==> config.mk <==
export PLATFORM = sky130hd
export DESIGN_NAME = melody_player
export DESIGN_NICKNAME = d
export VERILOG_FILES = /design/src/rtl/melody_player.sv
export SDC_FILE = /design/constraint.sdc
export NUM_CORES = 1
export LEC_CHECK = 0
export ABC_AREA = 1
export ABC_CLOCK_PERIOD_IN_PS = 3050
export CAP_MARGIN = 40
export CORE_MARGIN = 3
export CORE_UTILIZATION = 50
export DETAILED_ROUTE_END_ITERATION = 7
export HOLD_SLACK_MARGIN = 0.05
export PLACE_DENSITY = 0.68
export RECOVER_POWER = 100
export SLEW_MARGIN = 30
export SYNTH_ARGS = -nofsm -noshare
export SYNTH_HDL_FRONTEND = slang
export SYNTH_SLANG_ARGS = --single-unit
export TNS_END_PERCENT = 10
==> constraint.sdc <==
create_clock -name clk_1mhz -period 3.05 [get_ports clk_1mhz]
set_input_delay 0.61 -clock clk_1mhz [delete_from_list [all_inputs] [get_ports clk_1mhz]]
set_output_delay 0.61 -clock clk_1mhz [all_outputs]
set_load 0.01 [all_outputs]
==> src/rtl/melody_player.sv <==
// Piezo melody player: seven fixed jingles selected by snd_mode, started/pre-empted by trig.
// Define MELODY_PLAYER_GAP_EN to insert a 20 ms silent gap between consecutive notes.
`timescale 1ns / 1ps

module melody_player #(
  parameter int unsigned TickCycles = 1000  // clk_1mhz cycles per 1 ms tick
) (
  input  logic       clk_1mhz,
  input  logic       rst,
  input  logic [2:0] snd_mode,
  input  logic       trig,
  output logic       playing,
  output logic       piezo_out
);

  typedef enum logic [1:0] {
    StIdle = 2'd0,
`ifdef MELODY_PLAYER_GAP_EN
    StGap  = 2'd2,
`endif
    StTone = 2'd1
  } state_e;

  localparam logic [9:0] PreMax = 10'(TickCycles - 1);
`ifdef MELODY_PLAYER_GAP_EN
  localparam logic [8:0] GapMs = 9'd20;
`endif

  state_e      state_q;
  logic [2:0]  mode_q;
  logic [2:0]  note_q;
  logic [9:0]  pre_q;
  logic [8:0]  ms_q;
  logic [11:0] hp_q;

  logic [11:0] half;
  logic [8:0]  dur;
  logic [2:0]  last_idx;
  logic        tick;
  logic        note_done;

  // Per-melody note table: half-period, note duration and index of the final note
  always_comb begin
    half     = 12'd1;
    dur      = 9'd1;
    last_idx = 3'd0;
    case (mode_q)
      3'd1: begin half = 12'd568;  dur = 9'd100; end
      3'd2: begin half = 12'd284;  dur = 9'd300; end
      3'd3: begin
        half     = (note_q == 3'd0) ? 12'd379 : 12'd284;
        dur      = 9'd50;
        last_idx = 3'd1;
      end
      3'd4: begin half = 12'd2273; dur = 9'd200; end
      3'd5: begin
        case (note_q)
          3'd0:    half = 12'd956;
          3'd1:    half = 12'd759;
          3'd2:    half = 12'd638;
          default: half = 12'd478;
        endcase
        dur      = 9'd150;
        last_idx = 3'd3;
      end
      3'd6: begin
        case (note_q)
          3'd0:    half = 12'd1276;
          3'd1:    half = 12'd1517;
          default: half = 12'd1908;
        endcase
        dur      = 9'd250;
        last_idx = 3'd2;
      end
      3'd7: begin
        case (note_q)
          3'd0:    half = 12'd956;
          3'd1:    half = 12'd759;
          3'd2:    half = 12'd638;
          3'd4:    half = 12'd638;
          default: half = 12'd478;
        endcase
        dur      = 9'd120;
        last_idx = 3'd5;
      end
      default: ;
    endcase
  end

  assign tick      = (pre_q == PreMax);
  assign note_done = tick && (ms_q == dur - 9'd1);

  always_ff @(posedge clk_1mhz or posedge rst) begin
    if (rst) begin
      state_q   <= StIdle;
      mode_q    <= 3'd0;
      note_q    <= 3'd0;
      pre_q     <= 10'd0;
      ms_q      <= 9'd0;
      hp_q      <= 12'd0;
      piezo_out <= 1'b0;
    end else if (trig) begin
      // Start, pre-empt or abort all restart from a clean note 0
      note_q    <= 3'd0;
      pre_q     <= 10'd0;
      ms_q      <= 9'd0;
      hp_q      <= 12'd0;
      piezo_out <= 1'b0;
      mode_q    <= snd_mode;
      state_q   <= (snd_mode == 3'd0) ? StIdle : StTone;
    end else begin
      case (state_q)
        StTone: begin
          pre_q <= tick ? 10'd0 : pre_q + 10'd1;
          if (tick) ms_q <= ms_q + 9'd1;
          if (hp_q == half - 12'd1) begin
            hp_q      <= 12'd0;
            piezo_out <= ~piezo_out;
          end else begin
            hp_q <= hp_q + 12'd1;
          end
          if (note_done) begin
            ms_q      <= 9'd0;
            hp_q      <= 12'd0;
            piezo_out <= 1'b0;
            if (note_q == last_idx) begin
              state_q <= StIdle;
              note_q  <= 3'd0;
            end else begin
`ifdef MELODY_PLAYER_GAP_EN
              state_q <= StGap;
`else
              note_q  <= note_q + 3'd1;
`endif
            end
          end
        end
`ifdef MELODY_PLAYER_GAP_EN
        StGap: begin
          pre_q <= tick ? 10'd0 : pre_q + 10'd1;
          if (tick) begin
            if (ms_q == GapMs - 9'd1) begin
              ms_q    <= 9'd0;
              note_q  <= note_q + 3'd1;
              state_q <= StTone;
            end else begin
              ms_q <= ms_q + 9'd1;
            end
          end
        end
`endif
        default: ;
      endcase
    end
  end

  assign playing = !rst && ((state_q != StIdle) || (trig && (snd_mode != 3'd0)));

endmodule
==> out/metrics.cfg, run 1 <==
[yosys]
netlist.top_cell.by_area=dfrtp_1
synth.most_common_cell=nand2_1
avgSynthCellArea_sq_um=7.20
ys_seq_elements=39
synthDominantCellAreaShare_pct=34.3
ys_top_cells_by_count=90 x nand2_1, 49 x inv_1, 39 x dfrtp_1, 36 x nor2_1, 32 x nand3_1
synth_edf_count=0
synth.distinct_cells=36
yosys_warnings=0
synth_nets=410
synth_seq_area_share_pct=34.3
synthTopCellsByArea=dfrtp_1 34%, nand2_1 12%, xor2_1 7.4%
netlist_instances=395
synth_ff_type=dfrtp_1
async_reset_ff_share_pct=100
synth_area_sq_um=2850

[placed_design]
place_ws_ns=0.112
port_buffers=7
hpwlAfterDp_mm=4.84
place_area_sq_um=3000
gp_congestion=0.911

[routing]
drc_errors=0
viasPerCell=5.35
drt_iter0_drc=247
ant_nets=0
vias=2594
routedWlPerCell_um=13.3
firstDrtPassIters=7
routed_wirelength_mm=6.45

[timing]
fin_worst_skew_ns=0.0190
period_share_pct=90.4
tightestPinTransition_ns=0.731
hold_violations=0
slew_headroom_pct=51.3
maxSlewViolCount=0
clock.fmax_mhz=363
setup_violations=0
setup_slack_ns=0.293
min_period_ns=2.76
whs_ns=0.518

[cells_and_area]
fillCellCount=520
final_area_sq_um=3130
n_antenna_cell=0
nets=429
drive_gt1_share_pct=10.8
area_growth_syn_to_layout_pct=9.94
finalCoreUtilization_pct=59.0

[cts]
cts_buffers=5
clk_path_buf_depth=2
root_buffer=clkbuf_8
cts_hold_buffers=0
clock_sinks=39
worstSkewPairLatency_ns=0.30
cts_tree=yes
clk_pin_slew_ns=0.08
htree_levels=2

[power]
powerDensity_nw_per_um2=472
p_leak_nw=1.46
ir_worst_vdd_mv=0.318
total_power_w=0.00148

[grt]
first_global_vias=2372
grt_max_degree=30
grt_pass1_wl_mm=11.1
antenna_found_initial=0
overflow=0
grt.total_usage_pct=21.5

[worst_hold_path]
hold_path_class=reg2reg
min_from=piezo_out

[setup_path]
cp.arrival_ns=2.94
crit_required_ns=3.23
setup.worst_path.start_class=flop
endpoint_kind=flop
crit_start=note_q[1]
crit_fanout=7
setup.worst_path.class=reg2reg
crit-reg2reg-launch=note_q[1]

[run_status]
status=finished clean

[floorplanning]
die_h_um=81.4
start_util_pct=53.7
fp-row-count=26
core_area_sq_um=5300
die_area_sq_um=6630
pin_count=8
dieWidth_um=81.4

[job]
maxCapViolations=0

## layout make-up
type,instances,area [sq um],area share [%]
clock buffer,6,72.6,2.32
inverter,52,195,6.24
timing repair buffer,21,159,5.08
clock inverter,2,12.5,0.400
tap,70,87.6,2.80
multi-input combinational,295,1630,52.0
sequential,39,976,31.2
## routing by layer
| layer | GRT usage, % | part of all wire [%] |
|---|---|---|
| met1 | 31.4 | 52 |
| met2 | 33.1 | 44 |
| met3 | 3.73 | 3.5 |
| met4 | 5.07 | 0.77 |
| met5 | 0 | 0 |
## through the flow
step | std cells | TNS (ns)
final | 485 | 0
after detailed placement | 471 | 0
after floorplan | 395 | 0
after global placement | 471 | 0
after global routing | 485 | -0.0227
after CTS | 479 | 0
## where the power goes
part	switching (W)	internal [W]	total [W]
Combinational	0.000327	0.000193	0.000521
Sequential	0.0000474	0.000555	0.000602
Clock	0.000194	0.000160	0.000355
## path summary, 6_finish.rpt
path,end,slack [ns],cells past startpoint
max in group asynchronous,piezo_out,1.24,3
worst max register to register,piezo_out,0.29,18
min in group asynchronous,pre_q[5],0.76,2
worst min-delay path,piezo_out,0.52,2
worst min register to register,piezo_out,0.52,2
worst max-delay path,piezo_out,0.29,18
## registers in the layout, indices dropped and copies added, names as in the netlist
signal,flops
note_q,3
pre_q,10
state_q,1
piezo_out,1
ms_q,9
mode_q,3
hp_q,12
## cells by family (layout without fill, tap and decap cells)
kind of cell	after synthesis	after routing	synth area share, %
AND/OR/NAND/NOR	207	208	34.0
buffers and inverters	62	81	9.28
AO/OA/AOI/OAI	51	51	10.2
flip-flops	39	39	34.3
XOR/XNOR	27	27	8.31
adder cells (fa/ha/maj)	9	9	3.96
## placed cells by master (no fill, tap or decap), types with 2 or more instances in the layout
| cell | netlist | layout |
|---|---|---|
| nand2_1 | 90 | 91 |
| inv_1 | 49 | 48 |
| dfrtp_1 | 39 | 39 |
| nor2_1 | 36 | 37 |
| nand3_1 | 32 | 31 |
| xor2_1 | 24 | 24 |
| o21ai_0 | 17 | 20 |
| nand4_1 | 19 | 19 |
| a21oi_1 | 18 | 18 |
| nor3_1 | 9 | 9 |
| buf_4 | 2 | 9 |
| ha_1 | 9 | 7 |
| clkbuf_8 | 0 | 5 |
| inv_2 | 3 | 4 |
| nand3_2 | 3 | 4 |
| clkbuf_1 | 4 | 4 |
| dlygate4sd3_1 | 0 | 4 |
| nor2_4 | 3 | 3 |
| xnor2_1 | 3 | 3 |
| nor4_1 | 3 | 3 |
| clkdlybuf4s50_1 | 0 | 3 |
| nand2_4 | 1 | 2 |
| nor2_2 | 3 | 2 |
| or2_2 | 2 | 2 |
| o21ai_1 | 6 | 2 |
| nand2_2 | 3 | 2 |
| a21boi_0 | 2 | 2 |
| a21oi_2 | 2 | 2 |
| ha_2 | 0 | 2 |
| clkbuf_2 | 0 | 2 |
## what timing repair did
item	CTS	global route
setup endpoints to repair	0	13
gates resized for setup	0	8
setup buffers	0	5
## critical path: stages, from the launching register on
cell,delay (ns)
dfrtp_1,0.42
inv_2,0.11
ha_2,0.20
inv_1,0.08
nor2_2,0.12
nand3_1,0.10
o21ai_2,0.08
nand2_1,0.07
inv_1,0.08
ha_2,0.21
nand3_2,0.13
nand3_1,0.09
or3b_1,0.35
nor2_1,0.14
nand3_2,0.14
nand2_4,0.15
nand2_1,0.06
nand2_1,0.05
nand2_1,0.04
No activity file was read; power rests on OpenSTA's default activity.
==> run 2, diff against run 1 <==
GPL_TIMING_DRIVEN = 0   (was unset)
==> out/metrics.cfg, run 2 (synthesis gave the netlist of run 1 again) <==
[run_status]
status=finished clean

[grt]
grt_pass1_wl_mm=10.9
grt_max_degree=27
first_global_vias=2304
antenna_found_initial=0
overflow=0
grt.total_usage_pct=21.1

[floorplanning]
pin_count=8
dieWidth_um=81.4
die_h_um=81.4
core_area_sq_um=5300
fp-row-count=26
start_util_pct=53.7
die_area_sq_um=6630

[power]
ir_worst_vdd_mv=0.298
p_leak_nw=1.44
powerDensity_nw_per_um2=480

[setup_path]
setup.worst_path.class=in2out
crit_fanout=12
endpoint_kind=output pin
crit_required_ns=2.44
crit-reg2reg-launch=note_q[1]
rr_worst_depth=17
cp.arrival_ns=2.27
r2r_slack_ns=0.20
crit_start=trig
worstReg2RegEnd=hp_q[6]
setup.worst_path.start_class=primary input
cp-endpoint=playing

[routing]
drt_iter0_drc=229
ant_nets=0
routed_wirelength_mm=6.45
firstDrtPassIters=5
vias=2545
routedWlPerCell_um=13.4
drc_errors=0
viasPerCell=5.29

[cells_and_area]
final_cell_mix=91 x nand2_1, 48 x inv_1, 39 x dfrtp_1
top_register=hp_q
multiInputGateArea_sq_um=1620
largest_reg_flops=12
fillCellCount=501
drive_gt1_share_pct=9.49
regArea_sq_um=976
largestRegisters=hp_q: 12 flops, pre_q: 10 flops, ms_q: 9 flops
n_antenna_cell=0
area_growth_syn_to_layout_pct=9.15
final_common_cell=nand2_1
fin_cells=481
nets=425

[timing]
setup_violations=0
fin_worst_skew_ns=0.00933
fin_setup_tns_ns=0
min_period_ns=2.88
maxSlewViolCount=0
period_share_pct=94.3
setup_slack_ns=0.174
tightestPinTransition_ns=1.42
hold_violations=0
clock.fmax_mhz=348
slew_headroom_pct=5.28

[placed_design]
dp.cells=473
gp_congestion=0.850
port_buffers=7
place_ws_ns=0.0366
hpwlAfterDp_mm=4.89

[cts]
clk_pin_slew_ns=0.08
cts_buffers=5
cts_tree=yes
clk_path_buf_depth=2
worstSkewPairLatency_ns=0.30
root_buffer=clkbuf_8
htree_levels=2
clock_sinks=39

[job]
maxCapViolations=0

[worst_hold_path]
hold_path_class=reg2reg
min_from=piezo_out

[run 2: changes by cell type in the layout (fill, tap and decap cells not counted), moves of 2 or more]
cell	previous run	this run
buf_4	9	3
nand3_2	4	2
clkbuf_2	2	0
o21ai_1	2	4
buf_6	0	2
[run 2: stage by stage]
step / area, sq um / utilization [%] / total power, W / hold slack (ns)
3_3_place_gp: 3000 / 56.6 / 0.00110 / 0.484
4_1_cts: 3120 / 58.8 / 0.00150 / 0.516
3_5_place_dp: 3020 / 57.0 / 0.00111 / 0.491
5_1_grt: 3110 / 58.6 / 0.00161 / 0.541
2_1_floorplan: 2850 / - / 0.000993 / 0.479
6_report: 3110 / 58.6 / 0.00149 / 0.509
[run 2: routing by layer]
| layer | vias to the layer above | global-route usage, % | wire length [um] |
|---|---|---|---|
| met2 | 60 | 32.2 | 2870 |
| met5 | - | 0 | 0 |
| met1 | 1167 | 30.9 | 3280 |
| met4 | 0 | 5.57 | 68 |
| met3 | 7 | 3.40 | 242 |
| li1 | 1311 | - | - |
[run 2: worst min path at each step]
stage,end,slack [ns],cells past startpoint
final,piezo_out,0.51,2
after global routing,piezo_out,0.54,2
after CTS,piezo_out,0.52,2
after detailed placement,piezo_out,0.49,2
after global placement,piezo_out,0.48,2
after floorplan,pre_q[1],0.48,2
[run 2: worst max-delay path, stage by stage]
cell and delay (ns):
dlygate4sd3_1 0.78, o31ai_1 0.17, a21oi_1 0.16, clkdlybuf4s50_1 0.55
[run 2: where the power goes]
| group | switching [W] | internal [W] | total [W] |
|---|---|---|---|
| clock | 0.000209 | 0.000164 | 0.000373 |
| combinational | 0.000332 | 0.000189 | 0.000520 |
| sequential | 0.0000438 | 0.000555 | 0.000599 |
| total | 0.000584 | 0.000907 | 0.00149 |
[run 2: layout make-up]
cell class | instances | area share (%)
buffer | 9 | 1.85
clock buffer | 5 | 2.22
clock inverter | 3 | 0.766
inverter | 52 | 6.29
multi-input combinational | 294 | 52.0
sequential | 39 | 31.4
tap | 70 | 2.82
timing repair buffer | 9 | 2.62
[run 2: timing repair]
action                                  CTS  global route
resized for setup                         0             6
endpoints found under the setup margin    0            14
hold buffers                              0             0
buffers inserted                          0             1
